[src/rtl/adxl_spi_pkg.sv]
// ----------------------------------------------------------------------------
// adxl_spi_pkg
// Shared definitions for the ADXL345-style SPI responder: register addresses,
// register reset values, bit positions inside the control registers and the
// transfer state encoding.
// Optional build macro used by the top level: ADXL_SPI_RESPONDER_4WIRE_EN.
// ----------------------------------------------------------------------------
package adxl_spi_pkg;

    localparam logic [5:0] ADDR_DEVID       = 6'h00;
    localparam logic [5:0] ADDR_BW_RATE     = 6'h2C;
    localparam logic [5:0] ADDR_POWER_CTL   = 6'h2D;
    localparam logic [5:0] ADDR_INT_ENABLE  = 6'h2E;
    localparam logic [5:0] ADDR_INT_SOURCE  = 6'h30;
    localparam logic [5:0] ADDR_DATA_FORMAT = 6'h31;
    localparam logic [5:0] ADDR_DATAX0      = 6'h32;
    localparam logic [5:0] ADDR_DATAX1      = 6'h33;
    localparam logic [5:0] ADDR_DATAY0      = 6'h34;
    localparam logic [5:0] ADDR_DATAY1      = 6'h35;
    localparam logic [5:0] ADDR_DATAZ0      = 6'h36;
    localparam logic [5:0] ADDR_DATAZ1      = 6'h37;

    localparam logic [7:0] RST_BW_RATE     = 8'h0A;
    localparam logic [7:0] RST_POWER_CTL   = 8'h00;
    localparam logic [7:0] RST_INT_ENABLE  = 8'h00;
    localparam logic [7:0] RST_DATA_FORMAT = 8'h00;
    localparam logic [7:0] RST_INT_SOURCE  = 8'h00;

    localparam int MEASURE    = 3;  // POWER_CTL
    localparam int DATA_READY = 7;  // INT_SOURCE / INT_ENABLE
    localparam int INT_INVERT = 5;  // DATA_FORMAT
    localparam int SPI        = 6;  // DATA_FORMAT (1 = 3-wire)

    typedef enum logic [1:0] {IDLE, CMD, RDATA, WDATA} state_e;

    // True for the six axis data byte addresses.
    function automatic logic is_data_addr(input logic [5:0] a);
        return (a >= ADDR_DATAX0) && (a <= ADDR_DATAZ1);
    endfunction

endpackage

[src/rtl/adxl_spi_responder_edge_sync.sv]
// ----------------------------------------------------------------------------
// spi_edge_sync
// Multi-flop synchroniser for an asynchronous pad signal followed by a
// rising/falling edge detector on the synchronised value.
// Ports:
//   clk_i   system clock
//   rst_ni  asynchronous active-low reset (chain resets to RESET_VAL)
//   d_i     asynchronous input
//   rise_o  one-cycle pulse on a synchronised 0->1 transition
//   fall_o  one-cycle pulse on a synchronised 1->0 transition
// ----------------------------------------------------------------------------
module spi_edge_sync #(
    parameter int   SYNC_STAGES = 2,
    parameter logic RESET_VAL   = 1'b1
) (
    input  logic clk_i,
    input  logic rst_ni,
    input  logic d_i,
    output logic rise_o,
    output logic fall_o
);

    logic [SYNC_STAGES-1:0] sync_q;
    logic                   prev_q;

    always_ff @(posedge clk_i or negedge rst_ni) begin
        if (!rst_ni) begin
            sync_q <= {SYNC_STAGES{RESET_VAL}};
            prev_q <= RESET_VAL;
        end else begin
            sync_q <= {sync_q[SYNC_STAGES-2:0], d_i};
            prev_q <= sync_q[SYNC_STAGES-1];
        end
    end

    assign rise_o =  sync_q[SYNC_STAGES-1] & ~prev_q;
    assign fall_o = ~sync_q[SYNC_STAGES-1] &  prev_q;

endmodule

[src/rtl/adxl_spi_responder.sv]
// ----------------------------------------------------------------------------
// adxl_spi_responder
// Emulates an ADXL345-style accelerometer on a 3-wire SPI link (mode 3) so
// the accelerometer driver can run without the real sensor.
// Ports:
//   clk_clk        system clock (>= 8x SCLK)
//   reset_reset_n  asynchronous active-low reset
//   spi_sclk       SPI clock from master (idles high)
//   spi_cs_n       chip select, active low
//   spi_sdat_i     SDIO input from the pad
//   spi_sdat_o     SDIO output data
//   spi_sdat_oe    SDIO output enable (1 = responder drives the pad)
//   spi_sdo        4-wire read data (only with ADXL_SPI_RESPONDER_4WIRE_EN)
//   int_o          G_SENSOR_INT, active high unless INT_INVERT is set
//   sample_x/y/z   two's-complement axis samples
//   sample_valid   single-cycle strobe qualifying the samples
// Build macro: ADXL_SPI_RESPONDER_4WIRE_EN adds spi_sdo and lets DATA_FORMAT
// bit SPI choose between 4-wire (0) and 3-wire (1) read data routing.
// ----------------------------------------------------------------------------
module adxl_spi_responder
    import adxl_spi_pkg::*;
#(
    parameter logic [7:0] DEVID       = 8'hE5,
    parameter int         SYNC_STAGES = 2
) (
    input  logic        clk_clk,
    input  logic        reset_reset_n,
    input  logic        spi_sclk,
    input  logic        spi_cs_n,
    input  logic        spi_sdat_i,
    output logic        spi_sdat_o,
    output logic        spi_sdat_oe,
`ifdef ADXL_SPI_RESPONDER_4WIRE_EN
    output logic        spi_sdo,
`endif
    output logic        int_o,
    input  logic [15:0] sample_x,
    input  logic [15:0] sample_y,
    input  logic [15:0] sample_z,
    input  logic        sample_valid
);

    logic sclk_rise, sclk_fall, cs_rise, cs_fall;

    spi_edge_sync #(.SYNC_STAGES(SYNC_STAGES), .RESET_VAL(1'b1)) u_sclk_sync (
        .clk_i(clk_clk), .rst_ni(reset_reset_n), .d_i(spi_sclk),
        .rise_o(sclk_rise), .fall_o(sclk_fall)
    );

    spi_edge_sync #(.SYNC_STAGES(SYNC_STAGES), .RESET_VAL(1'b1)) u_cs_sync (
        .clk_i(clk_clk), .rst_ni(reset_reset_n), .d_i(spi_cs_n),
        .rise_o(cs_rise), .fall_o(cs_fall)
    );

    // Same depth as the SCLK chain so the data bit lines up with its edge.
    logic [SYNC_STAGES-1:0] sdat_sync_q;
    always_ff @(posedge clk_clk or negedge reset_reset_n) begin
        if (!reset_reset_n) sdat_sync_q <= '0;
        else                sdat_sync_q <= {sdat_sync_q[SYNC_STAGES-2:0], spi_sdat_i};
    end

    state_e      state_q;
    logic [2:0]  bit_cnt_q;
    logic [6:0]  shift_q;
    logic [6:0]  tx_q;
    logic [5:0]  addr_q;
    logic        mb_q;
    logic        dr_read_q;   // a full data byte was returned this transaction
    logic        sdat_o_q, oe_q, int_q;
    logic [7:0]  bw_rate_q, power_ctl_q, int_enable_q, data_format_q, int_source_q;
    logic [15:0] live_x_q, live_y_q, live_z_q;
    logic [15:0] shd_x_q, shd_y_q, shd_z_q;

    logic [7:0]  rx_byte;
    logic [5:0]  next_addr;
    logic [7:0]  rd_data;
    logic        int_d;

    assign rx_byte   = {shift_q, sdat_sync_q[SYNC_STAGES-1]};
    assign next_addr = mb_q ? addr_q + 6'd1 : addr_q;

    always_comb begin
        rd_data = 8'h00;
        case (addr_q)
            ADDR_DEVID:       rd_data = DEVID;
            ADDR_BW_RATE:     rd_data = bw_rate_q;
            ADDR_POWER_CTL:   rd_data = power_ctl_q;
            ADDR_INT_ENABLE:  rd_data = int_enable_q;
            ADDR_INT_SOURCE:  rd_data = int_source_q;
            ADDR_DATA_FORMAT: rd_data = data_format_q;
            ADDR_DATAX0:      rd_data = shd_x_q[7:0];
            ADDR_DATAX1:      rd_data = shd_x_q[15:8];
            ADDR_DATAY0:      rd_data = shd_y_q[7:0];
            ADDR_DATAY1:      rd_data = shd_y_q[15:8];
            ADDR_DATAZ0:      rd_data = shd_z_q[7:0];
            ADDR_DATAZ1:      rd_data = shd_z_q[15:8];
            default:          rd_data = 8'h00;
        endcase
    end

    always_ff @(posedge clk_clk or negedge reset_reset_n) begin
        if (!reset_reset_n) begin
            state_q       <= IDLE;
            bit_cnt_q     <= '0;
            shift_q       <= '0;
            tx_q          <= '0;
            addr_q        <= '0;
            mb_q          <= 1'b0;
            dr_read_q     <= 1'b0;
            sdat_o_q      <= 1'b0;
            oe_q          <= 1'b0;
            bw_rate_q     <= RST_BW_RATE;
            power_ctl_q   <= RST_POWER_CTL;
            int_enable_q  <= RST_INT_ENABLE;
            data_format_q <= RST_DATA_FORMAT;
            int_source_q  <= RST_INT_SOURCE;
            live_x_q      <= '0;
            live_y_q      <= '0;
            live_z_q      <= '0;
            shd_x_q       <= '0;
            shd_y_q       <= '0;
            shd_z_q       <= '0;
        end else begin
            if (cs_fall) begin
                state_q   <= CMD;
                bit_cnt_q <= '0;
                dr_read_q <= 1'b0;
                oe_q      <= 1'b0;
                // Snapshot so a multibyte read sees one coherent sample.
                shd_x_q   <= live_x_q;
                shd_y_q   <= live_y_q;
                shd_z_q   <= live_z_q;
            end else if (cs_rise) begin
                state_q   <= IDLE;
                bit_cnt_q <= '0;
                oe_q      <= 1'b0;
                sdat_o_q  <= 1'b0;
                if (state_q == RDATA && dr_read_q)
                    int_source_q[DATA_READY] <= 1'b0;
            end else begin
                case (state_q)
                    CMD: begin
                        if (sclk_rise) begin
                            shift_q   <= rx_byte[6:0];
                            bit_cnt_q <= bit_cnt_q + 3'd1;
                            if (bit_cnt_q == 3'd7) begin
                                mb_q    <= rx_byte[6];
                                addr_q  <= rx_byte[5:0];
                                state_q <= rx_byte[7] ? RDATA : WDATA;
                            end
                        end
                    end
                    RDATA: begin
                        // The first falling edge of each byte (count still 0)
                        // loads the byte for the current address.
                        if (sclk_fall) begin
                            oe_q <= 1'b1;
                            if (bit_cnt_q == 3'd0) begin
                                sdat_o_q <= rd_data[7];
                                tx_q     <= rd_data[6:0];
                            end else begin
                                sdat_o_q <= tx_q[6];
                                tx_q     <= {tx_q[5:0], 1'b0};
                            end
                        end
                        if (sclk_rise) begin
                            bit_cnt_q <= bit_cnt_q + 3'd1;
                            if (bit_cnt_q == 3'd7) begin
                                addr_q <= next_addr;
                                if (is_data_addr(addr_q)) dr_read_q <= 1'b1;
                            end
                        end
                    end
                    WDATA: begin
                        if (sclk_rise) begin
                            shift_q   <= rx_byte[6:0];
                            bit_cnt_q <= bit_cnt_q + 3'd1;
                            if (bit_cnt_q == 3'd7) begin
                                addr_q <= next_addr;
                                case (addr_q)
                                    ADDR_BW_RATE:     bw_rate_q     <= rx_byte;
                                    ADDR_POWER_CTL:   power_ctl_q   <= rx_byte;
                                    ADDR_INT_ENABLE:  int_enable_q  <= rx_byte;
                                    ADDR_DATA_FORMAT: data_format_q <= rx_byte;
                                    default: ;
                                endcase
                            end
                        end
                    end
                    default: ;
                endcase
            end

            // Placed last so a new sample overrides a same-cycle clear.
            if (sample_valid && power_ctl_q[MEASURE]) begin
                live_x_q <= sample_x;
                live_y_q <= sample_y;
                live_z_q <= sample_z;
                int_source_q[DATA_READY] <= 1'b1;
            end
        end
    end

    assign int_d = (|(int_source_q & int_enable_q)) ^ data_format_q[INT_INVERT];

    always_ff @(posedge clk_clk or negedge reset_reset_n) begin
        if (!reset_reset_n) int_q <= 1'b0;
        else                int_q <= int_d;
    end

    assign int_o      = int_q;
    assign spi_sdat_o = sdat_o_q;
`ifdef ADXL_SPI_RESPONDER_4WIRE_EN
    assign spi_sdo     = sdat_o_q;
    assign spi_sdat_oe = oe_q & data_format_q[SPI];
`else
    assign spi_sdat_oe = oe_q;
`endif

endmodule

[config.mk]
export PLATFORM = sky130hd
export DESIGN_NAME = adxl_spi_responder
export DESIGN_NICKNAME = d
export VERILOG_FILES = /design/src/rtl/adxl_spi_pkg.sv /design/src/rtl/adxl_spi_responder_edge_sync.sv /design/src/rtl/adxl_spi_responder.sv
export SDC_FILE = /design/constraint.sdc
export NUM_CORES = 1
export LEC_CHECK = 0
export ABC_AREA = 1
export CORE_ASPECT_RATIO = 0.75
export CORE_UTILIZATION = 55
export CTS_CLUSTER_DIAMETER = 40
export DETAILED_ROUTE_END_ITERATION = 12
export GPL_TIMING_DRIVEN = 0
export PLACE_DENSITY = 0.76
export SLEW_MARGIN = 25
export SYNTH_ARGS = -nofsm -noshare
export SYNTH_HDL_FRONTEND = slang
export SYNTH_SLANG_ARGS = --single-unit
[constraint.sdc]
create_clock -name clk_clk -period 2.63 [get_ports clk_clk]
set_clock_uncertainty 0.2 [all_clocks]
set_input_delay 0.263 -clock clk_clk [delete_from_list [all_inputs] [get_ports clk_clk]]
set_output_delay 0.263 -clock clk_clk [all_outputs]
set_load 0.01 [all_outputs]
==> results.py, run 1 <==
metrics = {
    "outcome": {
        "outcome": "finished clean",
    },
    "flow_run": {
        "max-cap-violations": 0,
    },
    "worst_setup_path": {
        "worstPathRequired_ps": 2750,
        "arrival_ps": 2450,
        "startpoint_type": "register",
        "critPathMaxStageDelay_ps": 540,
        "crit_fanout": 8,
        "critPathMostFrequentCell": "inv_1",
        "critPathCaptureType": "register",
        "path_cells": "inv_1 > ha_1 > inv_1 > nor3_2 > inv_1 > a21oi_1 > a21boi_1",
        "critPathSlowestCell": "dfstp_2",
        "path_buf_inv": 3,
        "crit_type": "register to register",
        "crit_family": "flip-flops",
    },
    "route": {
        "drtIter0Drc": 406,
        "wire_per_inst_um": 16.8,
        "routed_wl_um": 17900,
        "vias_per_cell": 5.37,
        "drc": 0,
        "vias": 5708,
        "antenna_left": 0,
        "dr.pass1.iters": 5,
    },
    "yosys": {
        "netlist_area_um2": 7390,
        "yosysTopAreaCellShare_pct": 53.9,
        "yosysWarningCount": 7,
        "synth_nets": 865,
        "synthCells": 802,
        "synth_edf_count": 0,
        "avgSynthCellArea_um2": 9.21,
        "yosys.area.top_type": "dfrtp_1",
        "async_reset_ff_share_pct": 100,
        "yosysUniqueCellTypes": 35,
        "yosys-top-cells-area": "dfrtp_1, nand2_1, mux2_2, o21ai_0, inv_1",
        "synth_flop_cell": "dfrtp_1",
        "ys_seq_area_share_pct": 56.7,
        "ys_ff_latch": 167,
    },
    "sta": {
        "rsz0062_at_grt": "false",
        "setup_violations": 0,
        "worst_pin_slew_ps": 757,
        "slew_headroom_pct": 49.3,
        "slew_viol_final": 0,
        "fmax_mhz": 429,
        "min_period_ps": 2330,
        "fin_crit_sh_pct": 88.7,
        "tns_ps": 0,
        "hold_slack_ps": 37.4,
        "hold_viol": 0,
    },
    "power": {
        "p_clk_share_pct": 39.4,
        "swShare_pct": 29.7,
        "power_mw": 6.42,
        "power_frac_seq_pct": 44.3,
        "vdd_drop_max_uv": 481,
        "comb_power_share_pct": 16.3,
        "power.static_leakage_nw": 4.36,
        "p_per_area_nw_per_um2": 729,
        "p_int_mw": 4.51,
        "p_switching_mw": 1.91,
    },
    "floorplanning": {
        "io_pins": 57,
        "die_w_um": 136,
        "coreArea_um2": 13100,
        "start_util_pct": 56.6,
        "num_rows": 36,
        "die_h_um": 102,
        "dieArea_um2": 13900,
    },
    "clock_tree": {
        "clk_path_buf_depth": 2,
        "cts_tree": "yes",
        "cts_sinks": 167,
        "cts_root_buf": "clkbuf_16",
        "h-tree-depth": 4,
        "clock_latency_ps": 430,
        "path_clk_slew_ps": 70,
        "cts-buffers-inserted": 17,
    },
    "final_layout": {
        "fill_cells": 994,
        "diodes": 0,
        "fin_nets": 942,
        "synthToLayoutAreaGrowth_pct": 19.2,
        "drive_above_1_share_pct": 15.7,
    },
    "place": {
        "place.gp.congestion": 0.902,
        "io_buffers": 56,
        "dp_hpwl_um": 12900,
    },
    "grt": {
        "grt_max_degree": 94,
        "gr-total-overflow": 0,
        "grt_pass1_vias": 5509,
        "globalRouteTotalUtil_pct": 28.2,
        "grt_pass1_wl_um": 28700,
        "antenna_found_initial": 0,
    },
    "hold_path": {
        "worst_hold_path_type": "primary input to register",
    },
}
==> sequential cells by signal (all words and copies together), names as in the netlist, 2 cells and up <==
signal,flops
u_sclk_sync.sync_q,2
power_ctl_q,8
data_format_q,8
state_q,2
shd_y_q,16
live_x_q,16
int_enable_q,8
addr_q,6
shift_q,7
u_cs_sync.sync_q,2
tx_q,7
bw_rate_q,8
shd_x_q,16
live_y_q,16
live_z_q,16
bit_cnt_q,3
shd_z_q,16
sdat_sync_q,2
==> cells in the mapped netlist, types with 2 or more instances <==
master and count:
nand4_1 4, dfrtp_1 159, nor2_2 6, nor2_4 3
o21ai_2 7, a21oi_1 20, inv_1 59, nor3_4 2
o21ai_0 49, mux2_2 48, nand2_1 273, nand3_1 27
dfstp_2 8, o21ai_1 26, nand2_2 8, nor4_1 2
ha_1 9, buf_2 6, xor2_1 3, a21boi_1 3
buf_4 2, clkbuf_1 13, or2_2 6, nor2_1 41
inv_2 8
==> through the flow <==
step           area, um^2  std cells  setup slack [ps]  utilization [%]
2_1_floorplan        7390        802               680                -
4_1_cts              8810       1063               262             67.4
3_3_place_gp         8160       1029             -5360             62.5
5_1_grt              8810       1063               135             67.4
6_report             8810       1063               298             67.4
3_5_place_dp         8190       1030               314             62.7
==> cell families after synthesis <==
kind of cell | count (synthesis) | synth area share, %
AO/OA/AOI/OAI | 109 | 7.96
multiplexers | 48 | 7.32
XOR/XNOR | 4 | 0.474
adder cells (fa/ha/maj) | 9 | 1.52
buffers and inverters | 89 | 4.73
flip-flops | 167 | 56.7
AND/OR/NAND/NOR | 376 | 21.3
==> power by group through the flow <==
| stage | clock network [mW] | registers, mW | logic [mW] |
|---|---|---|---|
| floorplan | 0 | 2.86 | 0.640 |
| global placement | 0 | 2.88 | 1.00 |
| detailed placement | 0 | 2.88 | 1.03 |
| CTS | 2.56 | 2.84 | 1.04 |
| global route | 2.68 | 2.86 | 1.16 |
| finish | 2.53 | 2.84 | 1.05 |
==> final timing paths <==
check,startpoint,end,slack (ps),cells past startpoint
setup / recovery,u_cs_sync.prev_q,tx_q[4],300,7
hold / removal,spi_cs_n,u_cs_sync.sync_q[0],40,1
setup reg to reg,u_cs_sync.prev_q,tx_q[4],300,7
hold reg to reg,sdat_sync_q[0],sdat_sync_q[1],150,0
max in group asynchronous,reset_reset_n,u_cs_sync.prev_q,1190,3
min in group asynchronous,reset_reset_n,int_enable_q[0],220,2
==> layout make-up <==
| cell class | count | area (um^2) | area share [%] |
|---|---|---|---|
| clock inverter | 14 | 163 | 1.85 |
| inverter | 67 | 251 | 2.86 |
| clock buffer | 18 | 439 | 4.99 |
| buffer | 22 | 97.6 | 1.11 |
| multi-input combinational | 546 | 2850 | 32.4 |
| timing repair buffer | 58 | 603 | 6.85 |
| tap | 171 | 214 | 2.43 |
| sequential | 167 | 4190 | 47.6 |
==> routing by layer <==
layer	track usage (%)	share of wire (%)
met5	0	0
met4	10.7	1.6
met3	6.60	6.7
met2	42.1	45
met1	40.3	47
==> worst register-to-register path: cells and delay by family (launching register included) <==
kind / cells / cell delay [ps]
AO/OA/AOI/OAI: 2 / 280
adder cells (fa/ha/maj): 1 / 310
buffers and inverters: 3 / 400
flip-flops: 1 / 540
AND/OR/NAND/NOR: 1 / 500
==> cell usage in the layout, fill, tap and decap left out, types with 3 or more instances in the layout <==
cell type	n
dfstp_2	8
dfrtp_1	159
o21ai_0	49
nand2_1	273
clkinvlp_4	3
inv_6	5
inv_1	59
inv_2	8
ha_1	9
o21ai_1	26
mux2_2	48
o21ai_2	7
nor2_1	40
nand3_1	27
clkbuf_1	13
clkdlybuf4s50_1	55
a21oi_1	20
nor2_4	3
a21boi_1	3
xor2_1	3
or2_2	6
nor2_2	7
nand2_2	8
nand4_1	4
clkbuf_16	17
buf_2	6
==> repair_timing <==
| action | CTS | global route |
|---|---|---|
| buffers inserted | 0 | 0 |
| gates resized for setup | 0 | 1 |
| setup endpoints to repair | 0 | 1 |
| hold buffers | 1 | 0 |
| endpoints found under the hold margin | 92 | 0 |
Power figures use the tool's default switching activity.
==> run 2: changes to the inputs <==
--- a/config.mk
+++ b/config.mk
@@ -5,14 +5,13 @@
 export SDC_FILE = /design/constraint.sdc
 export NUM_CORES = 1
 export LEC_CHECK = 0
-export ABC_AREA = 1
 export CORE_ASPECT_RATIO = 0.75
 export CORE_UTILIZATION = 55
 export CTS_CLUSTER_DIAMETER = 40
 export DETAILED_ROUTE_END_ITERATION = 12
 export GPL_TIMING_DRIVEN = 0
 export PLACE_DENSITY = 0.76
-export SLEW_MARGIN = 25
+export SLEW_MARGIN = 20
 export SYNTH_ARGS = -nofsm -noshare
 export SYNTH_HDL_FRONTEND = slang
 export SYNTH_SLANG_ARGS = --single-unit
==> constraint.sdc (replaced) <==
create_clock -name clk_clk -period 2.78 [get_ports clk_clk]
set_clock_uncertainty 0.2 [all_clocks]
set_input_delay 0.278 -clock clk_clk [delete_from_list [all_inputs] [get_ports clk_clk]]
set_output_delay 0.278 -clock clk_clk [all_outputs]
set_load 0.01 [all_outputs]
==> results.py, run 2 <==
metrics = {
    "final_layout": {
        "layout_commonest_cell": "dfrtp_1",
        "post-route-util_pct": 67.9,
        "final_cell_mix": "dfrtp_1, mux2_2, clkdlybuf4s50_1",
        "fin_nets": 686,
        "drive_above_1_share_pct": 34.3,
        "fin_area_um2": 8870,
        "stdcell_count": 807,
        "synthToLayoutAreaGrowth_pct": 19.6,
        "diodes": 0,
    },
    "place": {
        "post-place-ws_ps": 168,
        "place.gp.congestion": 0.916,
        "dp_cells": 775,
        "io_buffers": 56,
        "dp_hpwl_um": 12200,
        "dpl-instance-area_um2": 8220,
    },
    "power": {
        "vdd_drop_max_uv": 534,
        "comb_power_share_pct": 6.4,
        "p_int_mw": 4.20,
        "p_clk_share_pct": 46.2,
        "power_frac_seq_pct": 47.4,
        "power_mw": 5.52,
        "p_switching_mw": 1.32,
        "swShare_pct": 23.9,
        "p_per_area_nw_per_um2": 622,
        "power.static_leakage_nw": 4.21,
    },
    "sta": {
        "fmax_mhz": 382,
        "tns_ps": 0,
        "setup_violations": 0,
        "fin_crit_sh_pct": 94.2,
        "slew_headroom_pct": 53.4,
        "hold_viol": 0,
        "hold_slack_ps": 58.5,
        "layout_setup_ws_ps": 162,
        "rsz0062_at_grt": "false",
        "min_period_ps": 2620,
        "slew_viol_final": 0,
        "worst_pin_slew_ps": 699,
    },
    "route": {
        "top_layer_used": "met4",
        "wl_met1_um": 7780,
        "drtIter0Drc": 391,
        "wl_met3_um": 1120,
        "dr.pass1.iters": 6,
        "dr_wl_met2_um": 8030,
        "vias": 4929,
        "antenna_left": 0,
        "drc": 0,
        "routed_wl_um": 17300,
        "wire_per_inst_um": 21.4,
        "vias_per_cell": 6.11,
    },
    "yosys": {
        "ys_ff_latch": 167,
        "yosysUniqueCellTypes": 59,
        "synth_nets": 610,
        "synth_commonest_cells": "dfrtp_1, mux2_2, nor2_1",
        "yosysWarningCount": 7,
        "ys_seq_area_share_pct": 56.5,
        "yosys.area.top_type": "dfrtp_1",
        "post-synth-top-count-cell": "dfrtp_1",
        "yosysTopAreaCellShare_pct": 53.7,
        "avgSynthCellArea_um2": 13.6,
        "synth_flop_cell": "dfrtp_1",
        "synth_edf_count": 0,
        "async_reset_ff_share_pct": 100,
        "netlist_area_um2": 7420,
        "synthCells": 547,
        "yosys-top-cells-area": "dfrtp_1, mux2_2, dfstp_2, ha_1, a21oi_1",
    },
    "clock_tree": {
        "cts_tree": "yes",
        "cts-buffers-inserted": 17,
        "clk_path_buf_depth": 2,
        "clock_latency_ps": 430,
        "path_clk_slew_ps": 70,
        "cts_sinks": 167,
        "h-tree-depth": 4,
        "cts_root_buf": "clkbuf_16",
    },
    "grt": {
        "grt_max_degree": 108,
        "grt_pass1_wl_um": 28100,
        "gr-total-overflow": 0,
        "grt_pass1_vias": 5096,
        "globalRouteTotalUtil_pct": 27.6,
        "antenna_found_initial": 0,
    },
    "worst_setup_path": {
        "path_cells": "ha_1 > clkbuf_1 > buf_2 > buf_1 > mux2_2",
        "crit_type": "register to register",
        "crit_fanout": 10,
        "critPathCaptureType": "register",
        "arrival_ps": 2730,
        "r2r_slack_ps": 160,
        "critPathSlowestCell": "dfstp_2",
        "startpoint_type": "register",
        "critPathMaxStageDelay_ps": 530,
        "worstPathRequired_ps": 2890,
    },
    "floorplanning": {
        "coreArea_um2": 13100,
        "die_h_um": 103,
        "io_pins": 57,
        "dieArea_um2": 14000,
        "die_w_um": 136,
        "start_util_pct": 56.8,
        "num_rows": 36,
    },
    "flow_run": {
        "max-cap-violations": 0,
    },
    "hold_path": {
        "worst_hold_path_type": "primary input to register",
    },
    "outcome": {
        "outcome": "finished clean",
    },
}
==> run 2: logic make-up (layout without fill, tap and decap cells) <==
logic type / Yosys count / after routing / synth area share [%]
fa+ha+maj: 9 / 9 / 1.52
compound gates: 86 / 86 / 8.77
buf+inv: 45 / 134 / 3.14
mux: 150 / 150 / 22.6
xor+xnor: 2 / 2 / 0.236
simple gates: 88 / 88 / 7.22
flops: 167 / 167 / 56.5
==> run 2: worst paths after layout <==
kind                                   from                     to  depth (start not counted)
min                                spi_sclk  u_sclk_sync.sync_q[0]                          1
min in group asynchronous     reset_reset_n           live_z_q[12]                          2
max in group asynchronous     reset_reset_n           bw_rate_q[3]                          3
max                        u_cs_sync.prev_q             shd_z_q[2]                          5
max reg2reg                u_cs_sync.prev_q             shd_z_q[2]                          5
min reg2reg                  sdat_sync_q[0]         sdat_sync_q[1]                          0
==> run 2: worst max-delay path: cells and delay by family (launching register included) <==
family                   cells  cell delay [ps]
adder cells (fa/ha/maj)      1              150
flip-flops                   1              530
buffers and inverters        3             1210
multiplexers                 1              410
==> run 2: metal layers <==
| metal | GRT usage [%] | vias to the layer above |
|---|---|---|
| met3 | 5.80 | 27 |
| met2 | 42.4 | 181 |
| li1 | - | 2181 |
| met1 | 39.1 | 2540 |
| met5 | 0 | - |
| met4 | 10.0 | 0 |
==> run 2: power groups by stage <==
stage / sequential (mW) / combinational (mW) / clock [mW]
3_5_place_dp: 2.66 / 0.349 / 0
3_3_place_gp: 2.66 / 0.332 / 0
5_1_grt: 2.63 / 0.382 / 2.69
6_report: 2.62 / 0.351 / 2.55
4_1_cts: 2.62 / 0.352 / 2.58
2_1_floorplan: 2.60 / 0.171 / 0
==> run 2: cell type report <==
class / count / area (um^2)
clock buffer: 17 / 425
sequential: 167 / 4190
clock inverter: 15 / 215
inverter: 11 / 41.3
buffer: 33 / 189
tap: 171 / 214
multi-input combinational: 335 / 2990
timing repair buffer: 58 / 603
fill: 914 / 4190
==> run 2: what timing repair did <==
| item | in CTS | in global routing |
|---|---|---|
| hold buffers | 1 | 0 |
| hold endpoints to repair | 60 | 0 |
| buffers inserted | 0 | 0 |
| setup endpoints to repair | 0 | 3 |
| gates resized for setup | 0 | 2 |
==> run 3: changes to the inputs <==
--- a/config.mk
+++ b/config.mk
@@ -10,8 +10,8 @@
 export CTS_CLUSTER_DIAMETER = 40
 export DETAILED_ROUTE_END_ITERATION = 12
 export GPL_TIMING_DRIVEN = 0
+export MAX_ROUTING_LAYER = met4
 export PLACE_DENSITY = 0.76
-export SLEW_MARGIN = 20
 export SYNTH_ARGS = -nofsm -noshare
 export SYNTH_HDL_FRONTEND = slang
 export SYNTH_SLANG_ARGS = --single-unit
==> results.py, run 3 (synthesis gave the netlist of run 2 again) <==
metrics = {
    "outcome": {
        "outcome": "finished clean",
    },
    "worst_setup_path": {
        "crit_type": "register to register",
        "crit_fanout": 10,
        "arrival_ps": 2730,
        "critPathCaptureType": "register",
        "worstPathRequired_ps": 2890,
        "startpoint_type": "register",
    },
    "sta": {
        "fin_crit_sh_pct": 94.3,
        "min_period_ps": 2620,
        "slew_headroom_pct": 51.2,
        "layout_setup_ws_ps": 157,
        "hold_viol": 0,
        "fmax_mhz": 381,
        "rsz0062_at_grt": "false",
        "slew_viol_final": 0,
        "setup_violations": 0,
        "worst_pin_slew_ps": 732,
        "hold_slack_ps": 62.6,
    },
    "power": {
        "p_clk_share_pct": 45.4,
        "p_int_mw": 4.09,
        "comb_power_share_pct": 6.5,
        "power_frac_seq_pct": 48.1,
        "p_switching_mw": 1.36,
        "power.static_leakage_nw": 4.21,
        "vdd_drop_max_uv": 405,
        "p_per_area_nw_per_um2": 615,
        "swShare_pct": 24.9,
    },
    "place": {
        "place.gp.congestion": 0.910,
        "post-place-ws_ps": 194,
        "io_buffers": 56,
        "dp_hpwl_um": 12100,
        "dpl-instance-area_um2": 8220,
    },
    "route": {
        "antenna_left": 0,
        "vias": 4926,
        "vias_per_cell": 6.10,
        "drc": 0,
        "wire_per_inst_um": 21.4,
        "drtIter0Drc": 403,
        "routed_wl_um": 17300,
        "dr.pass1.iters": 5,
    },
    "final_layout": {
        "layout_commonest_cell": "dfrtp_1",
        "diodes": 0,
        "fin_area_um2": 8860,
        "final_cell_mix": "dfrtp_1, mux2_2, clkdlybuf4s50_1",
        "synthToLayoutAreaGrowth_pct": 19.5,
        "fin_nets": 687,
        "fill_cells": 944,
        "drive_above_1_share_pct": 34.2,
    },
    "floorplanning": {
        "coreArea_um2": 13100,
        "die_h_um": 103,
        "die_w_um": 136,
        "num_rows": 36,
        "io_pins": 57,
        "start_util_pct": 56.8,
        "dieArea_um2": 14000,
    },
    "clock_tree": {
        "cts_root_buf": "clkbuf_16",
        "cts_tree": "yes",
        "clock_latency_ps": 430,
        "h-tree-depth": 4,
        "clk_path_buf_depth": 2,
        "path_clk_slew_ps": 70,
        "cts-buffers-inserted": 17,
        "cts_sinks": 167,
        "postCtsSetupRepairBufs": 0,
    },
    "flow_run": {
        "max-cap-violations": 0,
    },
    "grt": {
        "grt_pass1_vias": 4999,
        "grt_pass1_wl_um": 28000,
        "gr-total-overflow": 0,
        "grt_max_degree": 97,
        "antenna_found_initial": 0,
        "globalRouteTotalUtil_pct": 28.2,
    },
    "hold_path": {
        "worst_hold_path_type": "primary input to register",
    },
}
==> run 3: area by class of cell <==
cell class	instances	area (um^2)	area share, %
clock buffers	19	453	5.11
inverters	11	41.3	0.466
plain buffers	34	193	2.17
clock inverters	13	180	2.03
well taps	171	214	2.41
repair buffers	58	599	6.76
multi-input cells	335	2990	33.8
flip-flops and latches	167	4190	47.3
==> run 3: metal layers <==
metal	up-vias	track usage, %	wire (um)
li1	2185	-	-
met1	2541	38.4	7940
met2	174	42.0	7920
met3	26	6.39	1050
met4	0	9.83	345
met5	-	-	0
==> run 3: path summary, 6_finish.rpt <==
check	from	to	slack [ps]	cells past startpoint
setup / recovery	u_cs_sync.prev_q	shd_z_q[10]	160	5
hold / removal	spi_sclk	u_sclk_sync.sync_q[0]	60	1
setup reg to reg	u_cs_sync.prev_q	shd_z_q[10]	160	5
hold reg to reg	sdat_sync_q[0]	sdat_sync_q[1]	150	0
max in group asynchronous	reset_reset_n	live_y_q[6]	1240	3
min in group asynchronous	reset_reset_n	live_z_q[12]	230	2
==> run 3: per-stage QoR <==
| step | TNS (ps) | total power [mW] | instances | util, % |
|---|---|---|---|---|
| floorplan | 0 | 2.77 | 547 | - |
| global placement | -842790 | 3.00 | 774 | 62.7 |
| global route | 0 | 5.63 | 808 | 67.9 |
| finish | 0 | 5.45 | 808 | 67.9 |
| detailed placement | 0 | 3.02 | 775 | 62.9 |
| CTS | 0 | 5.49 | 808 | 67.8 |
==> run 3: worst max-delay path, cell delays in order (launching register included) <==
cell,delay [ps]
dfstp_2,530
ha_1,140
clkbuf_1,350
buf_2,360
buf_1,520
mux2_2,400
==> run 3: power by group through the flow <==
stage                     Clock [mW]  Combinational [mW]  Sequential [mW]
after floorplan                    0               0.171             2.60
after global placement             0               0.333             2.66
after detailed placement           0               0.354             2.66
after CTS                       2.51               0.359             2.62
after global routing            2.62               0.389             2.63
final                           2.48               0.355             2.62
==> run 3: repair_timing <==
action,in CTS,in global routing
gates resized for setup,0,2
hold buffers,1,0
setup endpoints to repair,0,2
endpoints found under the hold margin,63,0
